### config.mk
export PLATFORM = sky130hd
export DESIGN_NAME = seq_det_prog
export DESIGN_NICKNAME = d
export VERILOG_FILES = /design/src/rtl/seq_det_pkg.sv /design/src/rtl/seq_det_hist.sv /design/src/rtl/seq_det_prog.sv
export SDC_FILE = /design/constraint.sdc
export NUM_CORES = 1
export LEC_CHECK = 0
export ABC_AREA = 1
export BUFFER_PORTS_ARGS = -buffer_cell sky130_fd_sc_hd__buf_2
export CELL_PAD_IN_SITES_DETAIL_PLACEMENT = 1
export CELL_PAD_IN_SITES_GLOBAL_PLACEMENT = 1
export CORE_MARGIN = 2
export CORE_UTILIZATION = 41
export CTS_BUF_LIST = sky130_fd_sc_hd__clkbuf_16
export DETAILED_ROUTE_END_ITERATION = 10
export HOLD_SLACK_MARGIN = 0.12
export PLACE_DENSITY_LB_ADDON = 0.15
export SLEW_MARGIN = 15
export SYNTH_ARGS = -nofsm -noshare
export SYNTH_HDL_FRONTEND = slang
export SYNTH_SLANG_ARGS = --single-unit
### constraint.sdc
create_clock -name clk -period 3.09 [get_ports clk]
set_input_delay 0.7725 -clock clk [delete_from_list [all_inputs] [get_ports clk]]
set_output_delay 0.7725 -clock clk [all_outputs]
set_load 0.1 [all_outputs]
### src/rtl/seq_det_pkg.sv
// Shared types and sizing helpers for the programmable sequence detector.
// Holds the FSM state encoding and the length-field width calculation.
package seq_det_pkg;

    typedef enum logic {
        HUNT  = 1'b0,
        MATCH = 1'b1
    } det_state_e;

    // Width needed to hold a length value in 0..max_len inclusive.
    function automatic int len_w_of(input int max_len);
        return $clog2(max_len + 1);
    endfunction

endpackage

### src/rtl/seq_det_hist.sv
// Serial history shift register with a saturating fill counter.
// Clear wins over shift so a reload or a non-overlap restart is clean.
module seq_det_hist import seq_det_pkg::*; #(
    parameter int MAX_LEN = 8,
    parameter int LEN_W   = len_w_of(MAX_LEN)
) (
    input  logic               clk,
    input  logic               rst,
    input  logic               shift,
    input  logic               clear,
    input  logic               din,
    output logic [MAX_LEN-1:0] hist,
    output logic [LEN_W-1:0]   fill
);

    logic [MAX_LEN-1:0] hist_d, hist_q;
    logic [LEN_W-1:0]   fill_d, fill_q;

    // Next history/fill: clear, else shift in and count up to MAX_LEN.
    always_comb begin
        hist_d = hist_q;
        fill_d = fill_q;
        if (clear) begin
            hist_d = '0;
            fill_d = '0;
        end else if (shift) begin
            hist_d = {hist_q[MAX_LEN-2:0], din};
            if (fill_q != LEN_W'(MAX_LEN)) begin
                fill_d = fill_q + LEN_W'(1);
            end
        end
    end

    // History and fill registers.
    always_ff @(posedge clk or negedge rst) begin
        if (!rst) begin
            hist_q <= '0;
            fill_q <= '0;
        end else begin
            hist_q <= hist_d;
            fill_q <= fill_d;
        end
    end

    assign hist = hist_q;
    assign fill = fill_q;

endmodule

### src/rtl/seq_det_prog.sv
// Programmable serial pattern detector with overlap control,
// runtime reconfiguration and a saturating match counter.
module seq_det_prog import seq_det_pkg::*; #(
    parameter int                MAX_LEN     = 8,
    parameter int                CNT_W       = 8,
    parameter logic [MAX_LEN-1:0] DEF_PATTERN = MAX_LEN'(8'b0000_1001),
    parameter int                DEF_LEN     = 4,
    parameter bit                DEF_OVL     = 1'b1,
    localparam int               LEN_W       = len_w_of(MAX_LEN)
) (
    input  logic               clk,
    input  logic               rst,
    input  logic               signal,
    input  logic               valid,
    input  logic               cfg_load,
    input  logic [MAX_LEN-1:0] cfg_pattern,
    input  logic [LEN_W-1:0]   cfg_len,
    input  logic               cfg_ovl,
    input  logic               cnt_clr,
    output logic               out,
    output logic [CNT_W-1:0]   match_cnt,
    output logic               cfg_err
);

    logic [MAX_LEN-1:0] pattern_d, pattern_q;
    logic [LEN_W-1:0]   len_d, len_q;
    logic               ovl_d, ovl_q;
    det_state_e         state_d, state_q;
    logic [CNT_W-1:0]   cnt_d, cnt_q;
    logic               cfg_err_d, cfg_err_q;

    logic [MAX_LEN-1:0] hist, hist_upd, mask;
    logic [LEN_W-1:0]   fill, fill_upd;
    logic               cfg_ok, load, shift, clear, hit;

    seq_det_hist #(
        .MAX_LEN (MAX_LEN),
        .LEN_W   (LEN_W)
    ) u_hist (
        .clk   (clk),
        .rst   (rst),
        .shift (shift),
        .clear (clear),
        .din   (signal),
        .hist  (hist),
        .fill  (fill)
    );

    // Match detection on post-shift history, config and counter updates.
    always_comb begin
        cfg_ok   = (cfg_len != '0) && (cfg_len <= LEN_W'(MAX_LEN));
        load     = cfg_load && cfg_ok;
        hist_upd = {hist[MAX_LEN-2:0], signal};
        fill_upd = (fill == LEN_W'(MAX_LEN)) ? fill : fill + LEN_W'(1);
        mask     = '0;
        for (int i = 0; i < MAX_LEN; i++) begin
            mask[i] = (i < int'(len_q));
        end
        hit   = valid && !load
              && ((hist_upd & mask) == (pattern_q & mask))
              && (fill_upd >= len_q);
        shift = valid && !load;
        // Without overlap the next match must be built from fresh bits.
        clear = load || (hit && !ovl_q);

        pattern_d = pattern_q;
        len_d     = len_q;
        ovl_d     = ovl_q;
        if (load) begin
            pattern_d = cfg_pattern;
            len_d     = cfg_len;
            ovl_d     = cfg_ovl;
        end
        cfg_err_d = cfg_load && !cfg_ok;
        state_d   = hit ? MATCH : HUNT;

        cnt_d = cnt_q;
        if (cnt_clr) begin
            cnt_d = '0;
        end else if (hit && (cnt_q != '1)) begin
            cnt_d = cnt_q + CNT_W'(1);
        end
    end

    // FSM state, configuration, counter and error pulse registers.
    always_ff @(posedge clk or negedge rst) begin
        if (!rst) begin
            state_q   <= HUNT;
            pattern_q <= DEF_PATTERN;
            len_q     <= LEN_W'(DEF_LEN);
            ovl_q     <= DEF_OVL;
            cnt_q     <= '0;
            cfg_err_q <= 1'b0;
        end else begin
            state_q   <= state_d;
            pattern_q <= pattern_d;
            len_q     <= len_d;
            ovl_q     <= ovl_d;
            cnt_q     <= cnt_d;
            cfg_err_q <= cfg_err_d;
        end
    end

    assign out       = (state_q == MATCH);
    assign match_cnt = cnt_q;
    assign cfg_err   = cfg_err_q;

endmodule
==> flow_summary_export.csv, run 1 <==
group,metric,value,unit
placement,place_ws,0.5565,ns
cts,cts-hold-fix-buffers,0,
routing,drt_pass1_iterations,4,
timing,drv_slew,0,
worst_setup_path,cp_slowest_cell,"dfrtp_1",
worst_setup_path,path_max_fanout,11,
routing,drt_first_iter_violations,76,
worst_setup_path,worstPathRequired,3.23,ns
yosys,avgSynthCellArea,7.327,sq um
yosys,yosys_register_bits,34,
cts,cts-root-buf,"clkbuf_16",
routing,vias_per_cell,4.707,
global_routing,grt_first_pass_wirelength,8.190,mm
timing,clock_skew,0.005363,ns
yosys,synthTopCellsByCount,"93 x nand2_1, 40 x inv_1, 32 x nor2_1",
placement,dp_hpwl,3.610,mm
pwr,p_sw_frac,0.3702,
cts,cts_buffers,5,
yosys,syn_inst,278,
cts,clkSinkCount,34,
worst_setup_path,crit_path_end_kind,"flop",
placement,gp_congestion,0.7596,
finish,drive_gt1_frac,0.1721,
die,start_util,0.4284,
timing,clock.fmax,393.7,MHz
cts,cts_resized,0,
die,die_area,0.005548,sq mm
timing,fin_crit,2.540,ns
die,rows,25,
pwr,p_clk_frac,0.307,
pwr,combPwrFrac,0.320,
finish,final_nets,333,
worst_setup_path,crit_chain,"inv_1, ha_1, nand2_1, nor2_1, o21ai_0, ha_1, inv_1, nor2_1, o21bai_1, nand2_1, nor2_1, nor2_2, nand2_2, o21bai_4, nor2_1",
timing,finalSetupTns,0,ns
worst_setup_path,crit_path_start,"u_hist.fill[0]",
outcome,status,"complete, no violations",
yosys,synth-main-ff-cell,"dfrtp_1",
routing,totalWireLength,4.859,mm
global_routing,antenna_found_initial,0,
global_routing,grt_max_degree,35,
cts,insertion_delay,0.28,ns
yosys,synth.distinct_cells,28,
placement,port_buffers,28,
pwr,seqPwrFrac,0.373,
min_path,hold_class,"flop to flop",
finish,finish.instance_area,0.002354,sq mm
timing,worst_slack,0.5498,ns
run,max-cap-violations,0,
routing,drtAntennaViolNets,0,
timing,hold_violations,0,
finish,fill_cells,631,
cts,postCtsSetupRepairBufs,0,
worst_setup_path,cp-endpoint,"u_hist.fill[2]",
pwr,cell_internal_pwr,0.0009597,W
routing,drcViolationCount,0,
yosys,netlist_area,0.002037,sq mm
worst_setup_path,reg2reg_depth,15,
finish,seq_area,855.8,sq um
global_routing,track_usage,0.1981,
worst_setup_path,reg2reg_slack,0.55,ns
worst_setup_path,startpoint_type,"flop",
timing,setup_viol,0,
yosys,synth_nets,304,
pwr,p_total,0.001524,W
pwr,powerDensity,647.5,mW/mm^2
die,io_pins,29,
global_routing,grt_pass1_vias,1711,
yosys,synth_edf_count,0,
worst_setup_path,worst-setup-path-type,"flop to flop",
timing,worstMarginPinSlew,0.7893,ns
worst_setup_path,arrival,2.69,ns
pwr,power.switching,0.0005641,W
global_routing,grt-ovfl-total,0,
cts,clk_pin_slew_worst_paths,0.05,ns
pwr,p_leak,1.265,nW
yosys,synth_top_area_frac,0.3686,
die,die_x,74.49,microns
finish,multi_input_area,973.4,sq um
routing,vias,1765,
worst_setup_path,timing.rr.end,"u_hist.fill[2]",
timing,fin_crit_sh,0.8221,
timing,rsz0062_at_grt,"no",
routing,post_drt_wl_per_cell,12.96,microns
yosys,async_flop_share,1.000,
yosys,yosysSeqAreaShare,0.4201,
cts,htreeDepth,2,
placement,placed_area,0.002215,sq mm
worst_setup_path,worstReg2RegStart,"u_hist.fill[0]",
yosys,yosysMostFrequentCell,"nand2_1",
worst_setup_path,max_stage_delay,0.44,ns
yosys,synthTopCellsByArea,"dfrtp_1 37%, nand2_1 17%, inv_1 7.4%, nor2_1 5.9%, dfstp_2 5.2%",
timing,relSlewSlack,0.4738,
pwr,ir_drop,302.6,uV
cts,cts_tree,"done",
die,dieHeight,74.49,microns
finish,diodes,0,
finish,synthToLayoutAreaGrowth,15.54,%
die,fp.coreArea,0.004755,sq mm
worst_setup_path,cp_common_cell,"nor2_1",
yosys,yosysTopAreaCell,"dfrtp_1",
yosys,ys_warn_count,0,
timing,whs,0.4912,ns
cts,clockBufferDepth,2,
## cells by family (layout without fill, tap and decap cells)
kind of cell    Yosys count  count (layout)  synth area share
simple gates            155             155            0.3280
buf+inv                  49              79            0.1020
flops                    34              34            0.4201
compound gates           24              24           0.06819
xor+xnor                  9               9           0.03870
fa+ha+maj                 7               7           0.04300
## power groups by stage
| stage | clock network [W] | logic [W] | registers (W) |
|---|---|---|---|
| 2_1_floorplan | 0 | 0.000318 | 0.000628 |
| 3_3_place_gp | 0 | 0.000475 | 0.000575 |
| 3_5_place_dp | 0 | 0.000495 | 0.000576 |
| 4_1_cts | 0.000485 | 0.000500 | 0.000569 |
| 5_1_grt | 0.000508 | 0.000558 | 0.000579 |
| 6_report | 0.000468 | 0.000487 | 0.000569 |
## how the worst min path moves through the flow
stage / from / endpoint / slack (ns) / depth (start not counted)
after floorplan: ovl_q / ovl_q / 0.47 / 2
after global placement: ovl_q / ovl_q / 0.49 / 2
after detailed placement: ovl_q / ovl_q / 0.49 / 2
after CTS: ovl_q / ovl_q / 0.50 / 2
after global routing: ovl_q / ovl_q / 0.50 / 2
final: ovl_q / ovl_q / 0.49 / 2
## cells in the final DEF, fill, tap and decap left out, types with 2 or more instances in the layout
cell and n:
nand2_1 93, a21oi_1 2, nand3_1 14, buf_2 28
nor2_1 32, dfstp_2 4, clkinv_2 2, xor2_1 7
nor2_2 4, nand3b_1 2, nand3_2 2, inv_2 2
clkbuf_16 5, ha_1 7, o21ai_0 19, xnor2_1 2
inv_1 41, nor3_1 2, dfrtp_1 30, nand2_2 2
## critical path, delay by kind of cell, from the launching register on
| family | cells | cell delay, ns |
|---|---|---|
| buffers and inverters | 2 | 0.13 |
| AOI/OAI and AO/OA | 3 | 0.50 |
| and+or+nand+nor | 8 | 0.87 |
| adders and majority gates | 2 | 0.46 |
| DFF | 1 | 0.44 |
## sequential cells by signal, summed over array words and instances, names as in the netlist
register	count
cfg_err	1
len_q	4
match_cnt	8
out	1
ovl_q	1
pattern_q	8
u_hist.fill	4
u_hist.hist	7
## metal layers
layer	wire, microns	up-vias	GRT usage
met2	2388	23	0.3245
met5	0	-	0
met3	120	8	0.04065
met1	2283	828	0.2630
met4	67	0	0.06548
li1	-	906	-
## area by class of cell
class,count,share of cell area
multi-input cells,195,0.4136
clock buffers,5,0.05316
clock inverters,3,0.005848
flip-flops and latches,34,0.3636
inverters,43,0.06858
well taps,67,0.03562
repair buffers,28,0.05954
## through the flow
step | cells | util
final | 375 | 0.4950
after global routing | 375 | 0.4950
after CTS | 375 | 0.4950
after detailed placement | 367 | 0.4658
after global placement | 367 | 0.4658
after floorplan | 278 | -
(Power assumes the default switching activity.)
==> run 2: changes to the inputs <==
==> constraint.sdc (replaced) <==
create_clock -name clk -period 2.6 [get_ports clk]
set_input_delay 0.65 -clock clk [delete_from_list [all_inputs] [get_ports clk]]
set_output_delay 0.65 -clock clk [all_outputs]
set_load 0.1 [all_outputs]
==> flow_summary_export.csv, run 2 (synthesis gave the netlist of run 1 again) <==
group,metric,value,unit
finish,final_nets,337,
global_routing,grt_first_pass_wirelength,8.100,mm
routing,post_drt_wl_per_cell,12.54,microns
timing,fin_crit_sh,0.9129,
timing,whs,0.4505,ns
finish,seq_area,857.1,sq um
routing,drt_first_iter_violations,47,
worst_setup_path,worst-setup-path-type,"flop to flop",
finish,fill_cells,632,
min_path,hold_class,"primary input to asynchronous set/reset pin",
finish,drive_gt1_frac,0.1923,
die,dieHeight,74.49,microns
timing,worst_slack,0.2264,ns
routing,drtAntennaViolNets,0,
cts,clkSinkCount,34,
global_routing,grt-ovfl-total,0,
worst_setup_path,arrival,2.53,ns
worst_setup_path,worstReg2RegStart,"u_hist.fill[0]",
placement,place_ws,0.1077,ns
cts,htreeDepth,2,
worst_setup_path,crit_path_end_kind,"flop",
die,die_x,74.49,microns
pwr,powerDensity,805.9,mW/mm^2
global_routing,track_usage,0.1927,
timing,finalSetupTns,0,ns
die,die_area,0.005548,sq mm
routing,vias_per_cell,4.747,
placement,port_buffers,28,
timing,drv_slew,0,
finish,multi_input_area,980.9,sq um
worst_setup_path,timing.rr.end,"u_hist.fill[3]",
cts,cts_buffers,5,
worst_setup_path,reg2reg_slack,0.23,ns
cts,clockBufferDepth,2,
finish,layout_commonest_cell,"nand2_1",
routing,totalWireLength,4.753,mm
timing,clock.fmax,421.3,MHz
timing,fin_crit,2.374,ns
placement,gp_congestion,0.8005,
die,rows,25,
pwr,p_leak,1.288,nW
worst_setup_path,path_max_fanout,11,
worst_setup_path,reg2reg_depth,16,
cts,cts-hold-fix-buffers,0,
worst_setup_path,worstPathRequired,2.76,ns
die,io_pins,29,
global_routing,antenna_found_initial,0,
pwr,ir_drop,426.6,uV
cts,cts-root-buf,"clkbuf_16",
worst_setup_path,cp-endpoint,"u_hist.fill[3]",
worst_setup_path,startpoint_type,"flop",
routing,drt_pass1_iterations,4,
routing,drcViolationCount,0,
timing,rsz0062_at_grt,"no",
die,start_util,0.4284,
timing,hold_violations,0,
finish,synthToLayoutAreaGrowth,19.59,%
die,fp.coreArea,0.004755,sq mm
run,max-cap-violations,0,
finish,final_cell_mix,"93 x nand2_1, 40 x inv_1, 31 x nor2_1",
global_routing,grt_pass1_vias,1780,
timing,worstMarginPinSlew,0.7732,ns
global_routing,grt_max_degree,35,
cts,clk_pin_slew_worst_paths,0.06,ns
placement,dp_hpwl,3.504,mm
cts,cts_tree,"done",
timing,relSlewSlack,0.4845,
cts,insertion_delay,0.28,ns
timing,setup_viol,0,
worst_setup_path,crit_path_start,"u_hist.fill[0]",
outcome,status,"complete, no violations",
finish,diodes,0,
routing,vias,1799,
timing,clock_skew,0.006890,ns
==> run 2: cell types whose count changed in the layout (fill, tap and decap cells not counted), sizes merged <==
cell	delta
buf	+4
clkinv	-2
clkinvlp	+2
bufinv	+1
inv	-1
==> run 2: per-stage QoR <==
step	power, W	cells	util	cell area, sq um
global route	0.002105	379	0.5124	2436
floorplan	0.001123	278	-	2037
finish	0.001963	379	0.5124	2436
CTS	0.001974	379	0.5105	2427
global placement	0.001246	370	0.4705	2237
detailed placement	0.001270	370	0.4705	2237
==> run 2: critical path, stage by stage, from the launching register on <==
cell and delay, ns:
dfrtp_2 0.44, inv_1 0.07, ha_1 0.14, nand2_1 0.08, nor2_4 0.15, o21ai_0 0.13
ha_1 0.32, inv_1 0.05, nor2_1 0.09, o21bai_1 0.07, nand2_1 0.06, nor2_1 0.04
nor2_2 0.16, nand2_2 0.10, o21bai_4 0.16, buf_12 0.15, nor2_1 0.05
==> run 2: area by class of cell <==
type / count / share of cell area
Sequential cell: 34 / 0.3518
Inverter: 43 / 0.06626
Tap cell: 67 / 0.03441
Clock buffer: 5 / 0.05136
Multi-Input combinational cell: 195 / 0.4027
Timing Repair Buffer: 32 / 0.07499
Clock inverter: 3 / 0.01849
==> run 2: worst min path at each step <==
stage / endpoint / slack (ns) / cells past startpoint
detailed placement: ovl_q / 0.49 / 2
CTS: pattern_q[7] / 0.48 / 1
global route: pattern_q[6] / 0.51 / 1
global placement: ovl_q / 0.49 / 2
finish: pattern_q[7] / 0.45 / 1
floorplan: cfg_err / 0.35 / 0
==> run 2: power breakdown <==
part / switching [W] / internal (W) / leakage [nW]
logic: 0.000406 / 0.000204 / 0.775
clock network: 0.000225 / 0.000451 / 0.0760
registers: 0.0000713 / 0.000606 / 0.436
==> run 2: repair_timing <==
action | 4_1_cts | 5_1_grt
resized for setup | 0 | 3
endpoints found under the setup margin | 9 | 19
setup buffers | 1 | 0
pin swaps | 1 | 0
==> run 2: metal layers <==
| layer | vias up | global-route usage | share of wire |
|---|---|---|---|
| met1 | 855 | 0.2483 | 0.46 |
| met3 | 8 | 0.04065 | 0.033 |
| li1 | 909 | - | - |
| met5 | - | 0 | 0 |
| met4 | 0 | 0.06944 | 0.020 |
| met2 | 27 | 0.3206 | 0.49 |
